<file path="src/rtl/fault_pkg.sv">
// rtl/fault_pkg.sv - shared types and sizing helpers for the stuck-at fault campaign controller
package fault_pkg;

  typedef enum logic [2:0] {IDLE, APPLY, COMPARE, NEXT_FAULT, DONE} state_e;
  typedef enum logic {SA0 = 1'b0, SA1 = 1'b1} pol_e;

  function automatic int det_count_w(input int n_sites);
    return $clog2(2 * n_sites + 1);
  endfunction

  function automatic int site_idx_w(input int n_sites);
    return (n_sites > 1) ? $clog2(n_sites) : 1;
  endfunction

endpackage

</file>
<file path="src/rtl/fault_mask_inject.sv">
// rtl/fault_mask_inject.sv - registered one-hot stuck-at masks and combinational injection onto fault sites
module fault_mask_inject
  import fault_pkg::*;
#(
  parameter int N_SITES = 10,
  parameter int SW      = site_idx_w(N_SITES)
) (
  input  logic               clk,
  input  logic               rst_n,
  input  logic               en,
  input  logic [SW-1:0]      site,
  input  pol_e               pol,
  input  logic [N_SITES-1:0] site_in,
  output logic [N_SITES-1:0] site_out
);

  logic [N_SITES-1:0] sa0_q, sa0_d;
  logic [N_SITES-1:0] sa1_q, sa1_d;

  always_comb begin
    sa0_d = '0;
    sa1_d = '0;
    for (int i = 0; i < N_SITES; i++) begin
      if (en && site == SW'(i)) begin
        if (pol == SA1) sa1_d[i] = 1'b1;
        else            sa0_d[i] = 1'b1;
      end
    end
  end

  always_ff @(posedge clk or negedge rst_n) begin
    if (!rst_n) begin
      sa0_q <= '0;
      sa1_q <= '0;
    end else begin
      sa0_q <= sa0_d;
      sa1_q <= sa1_d;
    end
  end

  assign site_out = (site_in & ~sa0_q) | sa1_q;

endmodule

</file>
<file path="src/rtl/fault_campaign_ctrl.sv">
// rtl/fault_campaign_ctrl.sv - self-sequencing stuck-at fault campaign with exhaustive vectors and fault dropping
module fault_campaign_ctrl
  import fault_pkg::*;
#(
  parameter int N_SITES = 10,
  parameter int IN_W    = 4,
  parameter int OUT_W   = 2,
  parameter int SETTLE  = 1
) (
  input  logic                              clk,
  input  logic                              rst_n,
  input  logic                              start,
  input  logic                              abort,
  input  logic [N_SITES-1:0]                site_in,
  output logic [N_SITES-1:0]                site_out,
  output logic [IN_W-1:0]                   tv,
  input  logic [OUT_W-1:0]                  golden_y,
  input  logic [OUT_W-1:0]                  faulty_y,
  output logic                              busy,
  output logic                              done,
  output logic [2*N_SITES-1:0]              detected,
  output logic [det_count_w(N_SITES)-1:0]   det_count
);

  localparam int SW = site_idx_w(N_SITES);
  localparam int CW = det_count_w(N_SITES);
  localparam int TW = (SETTLE > 1) ? $clog2(SETTLE) : 1;

  state_e               state_q, state_d;
  logic [IN_W-1:0]      vec_q, vec_d;
  logic [SW-1:0]        site_q, site_d;
  pol_e                 pol_q, pol_d;
  logic [TW-1:0]        cnt_q, cnt_d;
  logic [2*N_SITES-1:0] det_q, det_d;
  logic [CW-1:0]        dc_q, dc_d;
  logic                 mask_en;

  always_ff @(posedge clk or negedge rst_n) begin
    if (!rst_n) begin
      state_q <= IDLE;
      vec_q   <= '0;
      site_q  <= '0;
      pol_q   <= SA0;
      cnt_q   <= '0;
      det_q   <= '0;
      dc_q    <= '0;
    end else begin
      state_q <= state_d;
      vec_q   <= vec_d;
      site_q  <= site_d;
      pol_q   <= pol_d;
      cnt_q   <= cnt_d;
      det_q   <= det_d;
      dc_q    <= dc_d;
    end
  end

  always_comb begin
    state_d = state_q;
    vec_d   = vec_q;
    site_d  = site_q;
    pol_d   = pol_q;
    cnt_d   = cnt_q;
    det_d   = det_q;
    dc_d    = dc_q;
    // abort outranks everything, including a start in IDLE; results are left intact
    if (abort) begin
      state_d = IDLE;
      vec_d   = '0;
      site_d  = '0;
      pol_d   = SA0;
      cnt_d   = '0;
    end else begin
      case (state_q)
        IDLE: begin
          if (start) begin
            det_d   = '0;
            dc_d    = '0;
            site_d  = '0;
            pol_d   = SA0;
            vec_d   = '0;
            cnt_d   = '0;
            state_d = APPLY;
          end
        end
        APPLY: begin
          if (cnt_q == TW'(SETTLE - 1)) begin
            cnt_d   = '0;
            state_d = COMPARE;
          end else begin
            cnt_d = cnt_q + TW'(1);
          end
        end
        COMPARE: begin
          if (golden_y != faulty_y) begin
            for (int i = 0; i < N_SITES; i++) begin
              if (site_q == SW'(i)) begin
                if (pol_q == SA1) det_d[2*i+1] = 1'b1;
                else              det_d[2*i]   = 1'b1;
              end
            end
            dc_d    = dc_q + CW'(1);
            state_d = NEXT_FAULT;
          end else if (vec_q == '1) begin
            state_d = NEXT_FAULT;
          end else begin
            vec_d   = vec_q + IN_W'(1);
            state_d = APPLY;
          end
        end
        NEXT_FAULT: begin
          vec_d = '0;
          if (pol_q == SA0) begin
            pol_d   = SA1;
            state_d = APPLY;
          end else if (site_q == SW'(N_SITES - 1)) begin
            pol_d   = SA0;
            site_d  = '0;
            state_d = DONE;
          end else begin
            pol_d   = SA0;
            site_d  = site_q + SW'(1);
            state_d = APPLY;
          end
        end
        DONE:    state_d = IDLE;
        default: state_d = IDLE;
      endcase
    end
  end

  // masks are loaded from next-state so they are already valid in the first APPLY cycle
  assign mask_en = (state_d == APPLY) || (state_d == COMPARE);

  fault_mask_inject #(
    .N_SITES (N_SITES)
  ) u_inject (
    .clk      (clk),
    .rst_n    (rst_n),
    .en       (mask_en),
    .site     (site_d),
    .pol      (pol_d),
    .site_in  (site_in),
    .site_out (site_out)
  );

  assign tv        = vec_q;
  assign busy      = (state_q != IDLE);
  assign done      = (state_q == DONE);
  assign detected  = det_q;
  assign det_count = dc_q;

endmodule

</file>
<file path="config.mk">
export PLATFORM = sky130hd
export DESIGN_NAME = fault_campaign_ctrl
export DESIGN_NICKNAME = d
export VERILOG_FILES = /design/src/rtl/fault_pkg.sv /design/src/rtl/fault_mask_inject.sv /design/src/rtl/fault_campaign_ctrl.sv
export SDC_FILE = /design/constraint.sdc
export NUM_CORES = 1
export LEC_CHECK = 0
export CAP_MARGIN = 0
export CELL_PAD_IN_SITES_DETAIL_PLACEMENT = 0
export CELL_PAD_IN_SITES_GLOBAL_PLACEMENT = 1
export CORE_MARGIN = 3
export CORE_UTILIZATION = 35
export CTS_BUF_LIST = sky130_fd_sc_hd__clkbuf_4
export CTS_CLUSTER_DIAMETER = 200
export CTS_CLUSTER_SIZE = 10
export DETAILED_ROUTE_END_ITERATION = 8
export PLACE_DENSITY_LB_ADDON = 0.1
export SYNTH_ARGS = -nofsm -noshare
export SYNTH_HDL_FRONTEND = slang
export SYNTH_HIERARCHICAL = 1
export SYNTH_SLANG_ARGS = --single-unit
</file>
<file path="constraint.sdc">
create_clock -name clk -period 3.2 [get_ports clk]
set_clock_uncertainty 0.15 [all_clocks]
set_input_delay 0.64 -clock clk [delete_from_list [all_inputs] [get_ports clk]]
set_output_delay 0.64 -clock clk [all_outputs]
set_load 0.02 [all_outputs]
</file>
==> impl_metrics.csv <==
group,metric,value,unit
status,outcome,"completed",
timing,setup_slack,0.472,ns
grt,grt_pass1_wl,11300,µm
setup_path,cp_num_buf_inv,2,
power,p_sw,513,µW
synth,synth_cells,285,
setup_path,crit_chain,"inv_1 > nor3_1 > clkdlybuf4s50_1",
setup_path,critPathSlowestCell,"clkdlybuf4s50_1",
setup_path,crit_path_end_kind,"output port",
route,drt_iter0_markers,83,
floorplanning,pin_count,59,
grt,top_usage_layer,"met1",
synth,ys_warn_count,6,
setup_path,critical-path-top-delay-family,"buffers and inverters",
timing,fin_crit_sh,85.2,%
clocking,ctsResizeCount,0,
power,combPwrFrac,23.0,%
power,peakVddDrop,0.184,mV
timing,finalHoldViolations,0,
power,p_clk_share,28.9,%
route,drt_first_pass_iters,4,
synth,async_reset_ff_share,100,%
timing,fin_tns_setup,0,ns
synth,ys_ff_latch,57,
clocking,clock_latency,0.39,ns
finish,antenna_cells,0,
finish,utilization,48.0,%
route,wl_per_cell,14.5,µm
clocking,cts-root-buf,"clkbuf_4",
synth,synthMuxAreaShare,0,%
grt,grt_max_degree,29,
timing,min_period,2.73,ns
placed_design,numPortBuffers,58,
clocking,cts_setup_buffers,0,
synth,synth_seq_area_share,52.3,%
placed_design,place_inst,439,
synth,syn_avg_cell_area,9.57,µm²
route,ant_nets,0,
setup_path,crit_start,"state_q[2]",
floorplanning,core-area,0.00741,mm²
clocking,hold_buffers,0,
run,max_cap_violations,0,
timing,tightest_slew,0.685,ns
grt,grt.met1_usage,24.5,%
grt,grt_util_met2,22.8,%
synth,synth_compound_gate_area_share,18.5,%
setup_path,worstReg2RegStart,"state_q[0]",
floorplanning,fp.dieW,94.3,µm
placed_design,place.gp.congestion,0.765,
power,total_leakage_power,1.54,nW
finish,layout.nets,371,
floorplanning,initial_core_util,36.8,%
clocking,cts_buffers,9,
finish,fin_cells,454,
setup_path,crit_path_max_incr_delay,0.63,ns
clocking,clk_path_buf_depth,2,
power,p_int,1.19,mW
grt,track_usage,16.4,%
synth,synth-simple-area-share,21.9,%
finish,drive_above_1_share,9.58,%
min_path,hold_class,"input port to asynchronous set/reset pin",
timing,setup_viol,0,
setup_path,arrival,1.94,ns
synth,synth-edff-count,0,
synth,synth_top_family_by_area,"simple AND/OR/NAND/NOR gates",
setup_path,crit_required,2.41,ns
placed_design,dp_slack,0.125,ns
timing,rsz0062_at_grt,"false",
grt,gr-usage-met3,3.13,%
route,route.detailed.drc,0,
power,seqPwrFrac,48.1,%
clocking,cts.htree.levels,3,
floorplanning,die_h,94.3,µm
setup_path,cp_max_fo,10,
grt,grt-ovfl-total,0,
grt,grt_pass1_vias,2242,
clocking,clk_pin_slew,0.10,ns
placed_design,dpl_cell_area,0.00343,mm²
placed_design,dpl.hpwl,4740,µm
route,routed_wirelength,6560,µm
setup_path,cp-start-kind,"register",
power,p_total,1.70,mW
synth,netlist_area,0.00273,mm²
timing,max_freq,367,MHz
route,route.vias.total,2272,
timing,slew_headroom,54.4,%
clocking,cts_tree,"built",
power,cellPowerDensity,479,mW/mm²
synth,ys_types,51,
power,power_switching_share,30.1,%
finish,area_growth,30.4,%
timing,slew_violations,0,
floorplanning,row_count,31,
synth,synthAdderAreaFrac,0.918,%
synth,yosys.area_share.xor_xnor,1.28,%
timing,holdWs,0.130,ns
floorplanning,die-area,0.00888,mm²
synth,synth_nets,305,
finish,final_area,0.00356,mm²
synth,ys.flop_type,"dfrtp_1",
route,viasPerCell,5.00,
grt,antenna_found_initial,0,
clocking,cts.sinks,57,
setup_path,path_class,"register to output port",
## sequential cells by signal (all words and copies together) (netlist names)
signal and count:
site_q 4, u_inject/sa0_q 10, u_inject/sa1_q 10, detected 20
pol_q 1, tv 4, state_q 3, det_count 5
## power groups by stage
stage	combinational [mW]	clock, mW	sequential [mW]
6_report	0.391	0.493	0.818
5_1_grt	0.430	0.549	0.829
4_1_cts	0.396	0.509	0.819
3_5_place_dp	0.396	0	0.834
3_3_place_gp	0.393	0	0.832
2_1_floorplan	0.139	0	0.888
## layer usage
layer | wire (µm) | vias up
li1 | - | 1141
met1 | 3380 | 1070
met2 | 2800 | 56
met3 | 335 | 5
met4 | 50 | 0
met5 | 0 | -
## final cells by class
cell class,count,area (µm²)
repair buffers,68,651
clock buffers,9,67.6
multi-input cells,198,1160
clock inverters,6,60.1
flip-flops and latches,57,1430
fillers,742,3850
well taps,99,124
inverters,17,63.8
## Yosys cell counts, types with 2 or more instances
master | instances | area, µm²
nor3_1 | 4 | 20.0
o21ai_0 | 29 | 145
nor3_2 | 2 | 20.0
dfrtp_1 | 57 | 1430
nand4_1 | 4 | 25.0
o32ai_1 | 3 | 26.3
nand3_1 | 9 | 45.0
a31oi_1 | 2 | 12.5
nand4b_1 | 2 | 17.5
a21boi_0 | 2 | 15.0
a21o_1 | 10 | 75.1
o21a_1 | 3 | 22.5
nand2b_1 | 4 | 25.0
nand3b_1 | 2 | 15.0
a31o_2 | 2 | 17.5
inv_1 | 17 | 63.8
nand2_1 | 34 | 128
a211oi_1 | 3 | 22.5
or3_1 | 2 | 12.5
a21oi_1 | 11 | 55.1
o41ai_1 | 2 | 17.5
nor4_1 | 3 | 18.8
and2_1 | 3 | 18.8
and3_1 | 5 | 31.3
buf_6 | 3 | 33.8
nor2b_1 | 4 | 25.0
ha_1 | 2 | 25.0
or3b_1 | 2 | 17.5
xor2_1 | 2 | 17.5
xnor2_1 | 2 | 17.5
nor2_1 | 26 | 97.6
clkbuf_1 | 9 | 33.8
nand4bb_1 | 2 | 22.5
## cell families (layout without fill, tap and decap cells)
family	count (synthesis)	in the layout
AOI/OAI and AO/OA	78	78
and+or+nand+nor	114	114
buffers and inverters	30	100
xor gates and xnor gates	4	4
adders and majority gates	2	2
DFF	57	57
## final timing paths
path | end | slack, ns | cells past startpoint
worst min register to register | detected[3] | 0.33 | 2
worst max-delay path | done | 0.47 | 3
worst min-delay path | detected[1] | 0.13 | 1
min in group clk | detected[3] | 0.33 | 2
max in group asynchronous | detected[2] | 2.09 | 2
worst max register to register | u_inject/sa0_q[5] | 0.66 | 6
## cells in the final DEF (no fill, tap or decap), drive strengths merged, types with 4 or more instances in the layout
cell type / netlist / layout
clkbuf: 9 / 9
and3: 5 / 5
nand4: 4 / 4
inv: 17 / 17
nor2: 26 / 26
buf: 4 / 11
clkdlybuf4s50: 0 / 57
a21o: 10 / 10
nor2b: 4 / 4
nor3: 7 / 7
dfrtp: 57 / 57
nand3: 9 / 9
a21oi: 11 / 11
o21ai: 30 / 30
nand2b: 4 / 4
nand2: 34 / 34
No activity file was read; power rests on OpenSTA's default activity.
